==> src/rtl/shift_pipe_if.sv <==
// Handshake bundle between operand issue and the shift_pipe execute unit.
// The master side presents operations and consumes results; the slave side
// is the shifter itself.
interface shift_pipe_if #(
    parameter int WIDTH = 32,
    parameter int TAGW  = 5
);
    localparam int SHW = $clog2(WIDTH);

    // Operation request channel
    logic             in_valid;
    logic             in_ready;
    logic [WIDTH-1:0] in_a;
    logic [SHW-1:0]   in_shamt;
    logic [2:0]       in_op;
    logic [TAGW-1:0]  in_tag;

    // Result channel
    logic             out_valid;
    logic             out_ready;
    logic [WIDTH-1:0] out_y;
    logic             out_carry;
    logic             out_zero;
    logic             out_illegal;
    logic [TAGW-1:0]  out_tag;

    modport master (
        output in_valid, in_a, in_shamt, in_op, in_tag, out_ready,
        input  in_ready, out_valid, out_y, out_carry, out_zero, out_illegal, out_tag
    );

    modport slave (
        input  in_valid, in_a, in_shamt, in_op, in_tag, out_ready,
        output in_ready, out_valid, out_y, out_carry, out_zero, out_illegal, out_tag
    );
endinterface

==> src/rtl/shift_pipe.sv <==
// Parametrised logarithmic shifter/rotator (SLL, SRL, SRA, ROL, ROR).
// Level k shifts by 2^k when shamt[k] is set. With PIPE=1 every level has
// its own register (latency SHW); with PIPE=0 all levels are combinational
// and only the output is registered (latency 1). The whole pipeline advances
// as a unit whenever the output is empty or being consumed.
module shift_pipe #(
    parameter int WIDTH = 32,
    parameter int SHW   = $clog2(WIDTH),
    parameter int PIPE  = 1,
    parameter int TAGW  = 5
) (
    input  logic        clk,
    input  logic        rst_n,
    input  logic        flush,
    shift_pipe_if.slave bus
);

    typedef enum logic [2:0] {
        OP_SLL = 3'b000,
        OP_SRL = 3'b001,
        OP_SRA = 3'b010,
        OP_ROL = 3'b011,
        OP_ROR = 3'b100
    } shift_op_e;

    // Everything that travels alongside the data through each level.
    typedef struct packed {
        logic [WIDTH-1:0] data;
        logic [2:0]       op;
        logic [SHW-1:0]   shamt;
        logic             carry;
        logic             sign;
        logic             illegal;
        logic [TAGW-1:0]  tag;
    } stage_t;

    typedef struct packed {
        logic [WIDTH-1:0] data;
        logic             carry;
        logic             zero;
        logic             illegal;
        logic [TAGW-1:0]  tag;
    } result_t;

    // One level of the log shifter. The carry is overwritten by every level
    // that actually shifts, so after the last active level it holds the bit
    // that left the word at the total shift distance. Illegal ops and levels
    // whose shamt bit is clear pass through untouched.
    function automatic stage_t applyLevel(input stage_t s, input int k);
        stage_t           r;
        logic [SHW-1:0]   shBits;
        logic [WIDTH-1:0] outBits;
        int unsigned      amt;
        r       = s;
        amt     = 32'd1 << k;
        shBits  = s.shamt >> k;
        outBits = '0;
        if (shBits[0] && !s.illegal) begin
            case (s.op)
                OP_SLL: begin
                    r.data  = s.data << amt;
                    outBits = s.data >> (WIDTH - amt);
                end
                OP_SRL: begin
                    r.data  = s.data >> amt;
                    outBits = s.data >> (amt - 1);
                end
                OP_SRA: begin
                    r.data  = (s.data >> amt) | ({WIDTH{s.sign}} & ~({WIDTH{1'b1}} >> amt));
                    outBits = s.data >> (amt - 1);
                end
                OP_ROL: begin
                    r.data  = (s.data << amt) | (s.data >> (WIDTH - amt));
                    outBits = s.data >> (WIDTH - amt);
                end
                OP_ROR: begin
                    r.data  = (s.data >> amt) | (s.data << (WIDTH - amt));
                    outBits = s.data >> (amt - 1);
                end
                default: begin
                    r.data  = s.data;
                    outBits = '0;
                end
            endcase
            r.carry = outBits[0];
        end
        return r;
    endfunction

    logic    adv;
    logic    inFire;
    stage_t  entryStage;
    stage_t  last_d;
    logic    lastValid;
    result_t result_q;
    logic    outValid_q;
    logic    unusedLastBits;

    // The pipeline moves only when the output slot is free or being drained;
    // in_ready deliberately ignores in_valid and flush.
    assign adv    = !outValid_q | bus.out_ready;
    assign inFire = bus.in_valid & adv;

    // Capture the operation at entry; the SRA fill bit is frozen here so the
    // later levels never have to look back at the original operand.
    always_comb begin
        entryStage         = '0;
        entryStage.data    = bus.in_a;
        entryStage.op      = bus.in_op;
        entryStage.shamt   = bus.in_shamt;
        entryStage.carry   = 1'b0;
        entryStage.sign    = bus.in_a[WIDTH-1];
        entryStage.illegal = (bus.in_op > OP_ROR);
        entryStage.tag     = bus.in_tag;
    end

    generate
        if (PIPE != 0) begin : gPipelined
            stage_t         stage_q      [SHW-1];
            stage_t         stage_d      [SHW-1];
            logic [SHW-2:0] stageValid_q;
            logic [SHW-2:0] stageValid_d;

            // Levels 0..SHW-2 feed the intermediate registers; the last
            // level feeds the output register directly.
            always_comb begin
                stage_d         = '{default: '0};
                stageValid_d    = '0;
                stage_d[0]      = applyLevel(entryStage, 0);
                stageValid_d[0] = inFire;
                for (int k = 1; k < SHW - 1; k++) begin
                    stage_d[k]      = applyLevel(stage_q[k-1], k);
                    stageValid_d[k] = stageValid_q[k-1];
                end
                last_d    = applyLevel(stage_q[SHW-2], SHW - 1);
                lastValid = stageValid_q[SHW-2];
            end

            // Intermediate stage registers; flush only has to kill the valids,
            // stale data is harmless.
            always_ff @(posedge clk or negedge rst_n) begin
                if (!rst_n) begin
                    stage_q      <= '{default: '0};
                    stageValid_q <= '0;
                end else begin
                    if (flush) begin
                        stageValid_q <= '0;
                    end else if (adv) begin
                        stageValid_q <= stageValid_d;
                    end
                    if (adv) begin
                        stage_q <= stage_d;
                    end
                end
            end
        end else begin : gCombinational
            stage_t chain [SHW+1];

            // All levels in one combinational cascade ahead of the output register.
            always_comb begin
                chain    = '{default: '0};
                chain[0] = entryStage;
                for (int k = 0; k < SHW; k++) begin
                    chain[k+1] = applyLevel(chain[k], k);
                end
                last_d    = chain[SHW];
                lastValid = inFire;
            end
        end
    endgenerate

    // Op, shamt and sign have done their job by the time the last level is
    // through; they are intentionally dropped here.
    assign unusedLastBits = ^{last_d.op, last_d.shamt, last_d.sign};

    // Output register: zero flag is computed from the same data it is stored
    // with, so it always matches out_y while out_valid is high.
    always_ff @(posedge clk or negedge rst_n) begin
        if (!rst_n) begin
            outValid_q <= 1'b0;
            result_q   <= '0;
        end else begin
            if (flush) begin
                outValid_q <= 1'b0;
            end else if (adv) begin
                outValid_q <= lastValid;
            end
            if (adv) begin
                result_q.data    <= last_d.data;
                result_q.carry   <= last_d.carry;
                result_q.zero    <= (last_d.data == '0);
                result_q.illegal <= last_d.illegal;
                result_q.tag     <= last_d.tag;
            end
        end
    end

    assign bus.in_ready    = adv;
    assign bus.out_valid   = outValid_q;
    assign bus.out_y       = result_q.data;
    assign bus.out_carry   = result_q.carry;
    assign bus.out_zero    = result_q.zero;
    assign bus.out_illegal = result_q.illegal;
    assign bus.out_tag     = result_q.tag;

endmodule

==> src/flat_wrapper.sv <==
// flat-port wrapper written by rule: the top's interface ports become plain ports
module shift_pipe_flat 
#(
    parameter int WIDTH = 32,
    parameter int SHW   = $clog2(WIDTH),
    parameter int PIPE  = 1,
    parameter int TAGW  = 5
)
  (clk, rst_n, flush, bus_in_valid, bus_in_a, bus_in_shamt, bus_in_op, bus_in_tag, bus_out_ready, bus_in_ready, bus_out_valid, bus_out_y, bus_out_carry, bus_out_zero, bus_out_illegal, bus_out_tag);
  shift_pipe_if #(.WIDTH(WIDTH), .TAGW(TAGW)) bus_i ();
  input  logic clk;
  input  logic rst_n;
  input  logic flush;
  input wire logic [$bits(bus_i.in_valid)-1:0] bus_in_valid;
  input wire logic [$bits(bus_i.in_a)-1:0] bus_in_a;
  input wire logic [$bits(bus_i.in_shamt)-1:0] bus_in_shamt;
  input wire logic [$bits(bus_i.in_op)-1:0] bus_in_op;
  input wire logic [$bits(bus_i.in_tag)-1:0] bus_in_tag;
  input wire logic [$bits(bus_i.out_ready)-1:0] bus_out_ready;
  output wire logic [$bits(bus_i.in_ready)-1:0] bus_in_ready;
  output wire logic [$bits(bus_i.out_valid)-1:0] bus_out_valid;
  output wire logic [$bits(bus_i.out_y)-1:0] bus_out_y;
  output wire logic [$bits(bus_i.out_carry)-1:0] bus_out_carry;
  output wire logic [$bits(bus_i.out_zero)-1:0] bus_out_zero;
  output wire logic [$bits(bus_i.out_illegal)-1:0] bus_out_illegal;
  output wire logic [$bits(bus_i.out_tag)-1:0] bus_out_tag;
  assign bus_i.in_valid = bus_in_valid;
  assign bus_i.in_a = bus_in_a;
  assign bus_i.in_shamt = bus_in_shamt;
  assign bus_i.in_op = bus_in_op;
  assign bus_i.in_tag = bus_in_tag;
  assign bus_i.out_ready = bus_out_ready;
  assign bus_in_ready = bus_i.in_ready;
  assign bus_out_valid = bus_i.out_valid;
  assign bus_out_y = bus_i.out_y;
  assign bus_out_carry = bus_i.out_carry;
  assign bus_out_zero = bus_i.out_zero;
  assign bus_out_illegal = bus_i.out_illegal;
  assign bus_out_tag = bus_i.out_tag;
  shift_pipe #(.WIDTH(WIDTH), .SHW(SHW), .PIPE(PIPE), .TAGW(TAGW)) u_core (.clk(clk), .rst_n(rst_n), .flush(flush), .bus(bus_i));
endmodule
==> config.mk <==
export PLATFORM = sky130hd
export DESIGN_NAME = shift_pipe_flat
export DESIGN_NICKNAME = d
export VERILOG_FILES = /design/src/rtl/shift_pipe_if.sv /design/src/rtl/shift_pipe.sv /design/src/flat_wrapper.sv
export SDC_FILE = /design/constraint.sdc
export NUM_CORES = 1
export LEC_CHECK = 0
export CORE_MARGIN = 1.5
export CORE_UTILIZATION = 50
export DETAILED_ROUTE_END_ITERATION = 10
export GPL_ROUTABILITY_DRIVEN = 0
export HOLD_SLACK_MARGIN = 0.03
export PLACE_DENSITY = 0.66
export SYNTH_ARGS = -nofsm -noshare
export SYNTH_HDL_FRONTEND = slang
export SYNTH_SLANG_ARGS = --single-unit
==> constraint.sdc <==
create_clock -name clk -period 2.5 [get_ports clk]
set_clock_uncertainty 0.2 [all_clocks]
set_input_delay 0.5 -clock clk [delete_from_list [all_inputs] [get_ports clk]]
set_output_delay 0.5 -clock clk [all_outputs]
set_load 0.05 [all_outputs]
==> After elaboration in Yosys (flattened, before gate mapping) <==
Cells that the tools add are included.
{ "totals": {"reg_bits": 237, "in_bits": 50, "out_inout_bits": 42, "word_cells": 125} }
{ "op_classes": {"n_lt_le_gt_ge": 1, "n_eq_ne": 20, "muxes": 24, "n_bitwise": 16, "reduce_logical": 29} }
{ "op_table": {"columns": ["operator", "n"], "rows": [
  ["$pmux 32 s5", 4],
  ["$mux 32", 5],
  ["$pmux 32 s4", 1],
  ["$or 24x32->32", 2],
  ["$or 28x32->32", 2],
  ["$or 30x32->32", 2],
  ["$or 31x32->32", 2],
  ["$logic_not 32->1", 1],
  ["$or 16x32->32", 1],
  ["$or 32x1->32", 1],
  ["$or 32x16->32", 1],
  ["$or 32x2->32", 1],
  ["$or 32x4->32", 1],
  ["$or 32x8->32", 1],
  ["$eq 3x2->1 const B", 10],
  ["$eq 3x1->1 const B", 5],
  ["$eq 3x3->1 const B", 5],
  ["$logic_not 3->1", 5],
  ["$reduce_or 3->1", 5],
  ["$reduce_or 2->1", 6],
  ["$pmux 1 s2", 5],
  ["$mux 4", 2],
  ["$mux 1", 7],
  ["$logic_not 1->1", 6],
  ["other kinds (5)", 9]
]} }

==> Logic depth before layout (Yosys ltp) <==
{ "depth": {"depth_word": 5, "depth_mapped": 9, "mapped_depth_nobuf": 6} }

==> Least setup slack after synthesis <==
No wires, ideal clock.
{ "synth_path": {"path_kind": "register to output", "start": "reg u_core.outValid_q, in the netlist u_core.bus.out_valid", "end": "out bus_in_ready", "arrival_time_ns": 1.898, "required_time_ns": 1.800, "setup_slack_ns": -0.098, "path_stages_with_launch": 6, "n_path_buf": 3, "cell_sequence": "dfrtp_1 > nor2b_1 > clkbuf_1 > inv_1 > clkbuf_1 > clkbuf_1"} }
{ "synth_between": {"elab_chain_cells": 2} }
{ "synth_lines": {"columns": ["element", "line", "text"], "rows": [
  ["start, declared", "shift_pipe.sv:96", "logic outValid_q;"],
  ["start signal, assigned", "shift_pipe.sv:186", "outValid_q <= lastValid;"],
  ["$logic_not 1->1", "shift_pipe.sv:101", "assign adv = !outValid_q | bus.out_ready;"],
  ["$or 1x1->1", "shift_pipe.sv:101", null],
  ["end, declared", "flat_wrapper.sv:20", "output wire logic [$bits(bus_i.in_ready)-1:0] bus_in_ready;"]
]} }
Every way passes these cells.

==> Worst setup path in the final report <==
{ "layout_path": {"start": "reg u_core.result_q, in the netlist u_core.bus.out_zero", "end": "out bus_out_zero"} }
{ "layout_lines": {"columns": ["element", "line", "text"], "rows": [
  ["start, declared", "shift_pipe.sv:95", "result_t result_q;"],
  ["end, declared", "flat_wrapper.sv:24", "output wire logic [$bits(bus_i.out_zero)-1:0] bus_out_zero;"]
]} }
No word-level cell between the ends.

==> results_dict.tcl <==
set metrics [dict create \
    async_reset_ff_share_pct 100.0 \
    worst-endpoint-required_ns 1.80 \
    rows 56 \
    per_instance_average_area_after_synthesis_sq_um 8.703 \
    groute.layer.met2.usage_pct 43.51 \
    crit_chain "clkdlybuf4s50_1" \
    pre_cts_ws_ns 0.1121 \
    worstPathArrival_ns 1.71 \
    mostFrequentLayoutCells "sky130_fd_sc_hd__nand2_1 (351), sky130_fd_sc_hd__o21ai_0 (266), sky130_fd_sc_hd__dfrtp_1 (227), sky130_fd_sc_hd__a221o_1 (112), sky130_fd_sc_hd__clkdlybuf4s50_1 (89)" \
    postRouteWirelength_microns 31690 \
    grt.busiest_layer "met2" \
    utilization_pct 60.91 \
    critPathBufInv 1 \
    post-cts-setup-buffers 0 \
    clk_path_buf_depth 3 \
    fin_worst_hold_slack_ns 0.2615 \
    insertion_delay_ns 0.53 \
    setup.worst_path.start_class "flop" \
    detailroute.via_count 10520 \
    area.growth.synth_to_final_pct 20.15 \
    dr.first_iter.drc_count 823 \
    netlist-cell-type-count 57 \
    cts.reportedPaths.clkPinSlew_ns 0.06 \
    critical-path-max-stage-delay_ns 0.82 \
    detail_route.vias_per_cell 5.970 \
    final-hold-violation-count 0 \
    nFillCells 2124 \
    ys_ff_latch 227 \
    hold_class "flop to flop" \
    clock_sink_count 227 \
    num_antenna_cells 0 \
    proportion_of_synthesized_chip_area_in_sequential_cells_pct 48.03 \
    slew_viols_final 0 \
    cts_root_buf "sky130_fd_sc_hd__clkbuf_16" \
    combinational_group_share_of_total_power_pct 22.1 \
    layout_min_cycle_time_ns 2.409 \
    finalSetupViolCount 0 \
    peakVddDrop_mv 0.5080 \
    share_clk_of_total_power_pct 33.8 \
    dpl_cell_area_sq_mm 0.01334 \
    stdcell_area_sq_mm 0.01421 \
    power_frac_seq_pct 44.1 \
    synthCells 1359 \
    number_of_enable_type_register_cells_in_the_synthesized_netlist 0 \
    critical_path_peak_fanout 2 \
    timing.max_slew.rel_slack_pct 44.18 \
    io-pin-count 92 \
    finalNetCount 1474 \
    globalRoute.totalOverflow 0 \
    ant_nets 0 \
    postSynth.topFlopCell "sky130_fd_sc_hd__dfrtp_1" \
    crit_path_end_kind "primary output" \
    sw_frac_of_total_pct 32.73 \
    drive_above_1_share_pct 9.633 \
    global_route.usage.total_pct 26.33 \
    post-route-worst-setup-slack_ns 0.09132 \
    outcome "complete, no violations" \
    worst-slew-pin-transition_ns 0.8373 \
    mostFrequentLayoutCell "sky130_fd_sc_hd__nand2_1" \
    period_utilisation_layout_pct 96.35 \
    final_cell_count_no_fill 1762 \
    global_route.usage.met3_pct 3.074 \
    setup-tns-final_ns 0 \
    grt_start_max_net_pins 72 \
    p_leak_nw 5.829 \
    number_of_global_route_vias_before_repair 9812 \
    cp_top_family "buffers and inverters" \
    tritoncts.num_buffers 25 \
    pwr_density_cell_mw_per_mm2 783.0 \
    worst_path_max_delay_cell "sky130_fd_sc_hd__clkdlybuf4s50_1" \
    post-place-cells 1715 \
    avgRoutedWirePerCell_microns 17.99 \
    drt-pass1-iter-count 5 \
    design_power_total_mw 11.13 \
    start_util_pct 50.69 \
    floorplan.die.width_microns 156.8 \
    route.detailed.drc 0 \
    dp_hpwl_microns 21910 \
    core_sq_mm 0.02333 \
    total_switching_power_mw 3.642 \
    fmax_mhz 415.2 \
    die_height_microns 156.8 \
    max_cap_violations 0 \
    criticalPathCategory "flop to primary output" \
    rsz0062_at_grt "false" \
    intPower_mw 7.485 \
    syn_area_sq_mm 0.01183 \
    clock_tree.htree_level_count 1 \
    tritoncts "built" \
    groute.layer.met1.usage_pct 35.68 \
    grt_antenna_before_repair 0 \
    floorplan.die_area_sq_mm 0.02459 \
    grt_pass1_wl_microns 52070 \
    port_buffers 91 \
    synth_warnings 0 \
    syn_nets 1409 \
]
-- worst register-to-register path: stages, from the launching register on --
cell and delay, ns:
sky130_fd_sc_hd__dfrtp_1 0.38, sky130_fd_sc_hd__or2_1 0.28, sky130_fd_sc_hd__buf_4 0.17, sky130_fd_sc_hd__a21o_1 0.46, sky130_fd_sc_hd__a221o_1 0.38, sky130_fd_sc_hd__o21ai_0 0.15
sky130_fd_sc_hd__o21ai_0 0.12
-- flip-flops by register name, indices dropped and copies added, names as in the netlist --
name	flops
u_core.bus.out_y	32
u_core.gPipelined.stageValid_q	4
u_core.bus.out_tag	5
u_core.gPipelined.stage_q	143
u_core.bus.out_valid	1
u_core.bus.out_zero	1
u_core.bus.out_illegal	1
u_core.gPipelined.stage_d	39
u_core.bus.out_carry	1
-- path summary, 6_finish.rpt --
path	from	end	slack (ns)	cells past startpoint
setup / recovery	u_core.bus.out_zero$_DFFE_PN0N_	bus_out_zero	0.09	1
hold / removal	u_core.bus.out_tag[4]$_DFFE_PN0N_	u_core.bus.out_tag[4]$_DFFE_PN0N_	0.26	2
setup reg to reg	u_core.gPipelined.stage_d[62]$_DFFE_PN0N_	u_core.gPipelined.stage_q[67]$_DFFE_PN0N_	0.23	6
hold reg to reg	u_core.bus.out_tag[4]$_DFFE_PN0N_	u_core.bus.out_tag[4]$_DFFE_PN0N_	0.26	2
max in group asynchronous	rst_n	u_core.gPipelined.stage_q[172]$_DFFE_PN0N_	1.22	3
min in group asynchronous	rst_n	u_core.bus.out_y[6]$_DFFE_PN0N_	0.29	2
-- kinds of logic (layout without fill, tap and decap cells) --
logic type	after synthesis	after routing	share of synthesized area, %
compound gates	521	521	29.08
xor+xnor	5	5	0.3703
buf+inv	129	213	4.612
flops	227	227	48.03
mux	29	29	2.602
simple gates	448	448	15.31
-- power groups by stage --
stage | combinational (mW) | sequential, mW | clock, mW
final | 2.46 | 4.90 | 3.77
after global routing | 2.69 | 4.96 | 3.99
after CTS | 2.47 | 4.88 | 3.84
after detailed placement | 2.45 | 4.94 | 0
after global placement | 2.42 | 4.93 | 0
after floorplan | 1.12 | 5.16 | 0
-- timing repair --
| item | in CTS | in global routing |
|---|---|---|
| endpoints found under the setup margin | 0 | 4 |
| resized for setup | 0 | 1 |
| hold endpoints to repair | 46 | 0 |
| hold buffers | 1 | 0 |
-- routing by layer --
metal	part of all wire [%]	vias up
met2	48	351
met5	0	-
li1	-	5064
met4	3.5	0
met1	44	5018
met3	4.8	87
-- cells in the mapped netlist (4+ instances only) --
master	n	area share [%]
sky130_fd_sc_hd__nor2_1	48	1.5
sky130_fd_sc_hd__a22o_1	17	1.3
sky130_fd_sc_hd__o21ai_0	267	11
sky130_fd_sc_hd__nor2b_1	5	0.26
sky130_fd_sc_hd__o22ai_1	13	0.69
sky130_fd_sc_hd__a21o_1	14	0.89
sky130_fd_sc_hd__a31oi_1	16	0.85
sky130_fd_sc_hd__a21oi_1	20	0.85
sky130_fd_sc_hd__mux2_2	14	1.3
sky130_fd_sc_hd__clkbuf_1	78	2.5
sky130_fd_sc_hd__buf_2	34	1.4
sky130_fd_sc_hd__a21oi_2	4	0.30
sky130_fd_sc_hd__buf_4	5	0.32
sky130_fd_sc_hd__o21ai_1	27	1.1
sky130_fd_sc_hd__nand2_1	351	11
sky130_fd_sc_hd__inv_1	9	0.29
sky130_fd_sc_hd__nand4_1	4	0.21
sky130_fd_sc_hd__nand3_1	19	0.80
sky130_fd_sc_hd__nand2b_1	4	0.21
sky130_fd_sc_hd__dfrtp_1	227	48
sky130_fd_sc_hd__a221o_1	112	9.5
sky130_fd_sc_hd__a221oi_1	7	0.52
sky130_fd_sc_hd__mux2i_1	15	1.3
-- area by class of cell --
cell class | count | area, sq um | area share, %
timing repair buffer | 157 | 1624 | 11.43
clock inverter | 13 | 153.9 | 1.083
sequential | 227 | 5680 | 39.97
tap | 319 | 399.1 | 2.809
clock buffer | 33 | 695.7 | 4.895
inverter | 10 | 38.79 | 0.2729
multi-input combinational | 1003 | 5619 | 39.54
(Power assumes the default switching activity.)
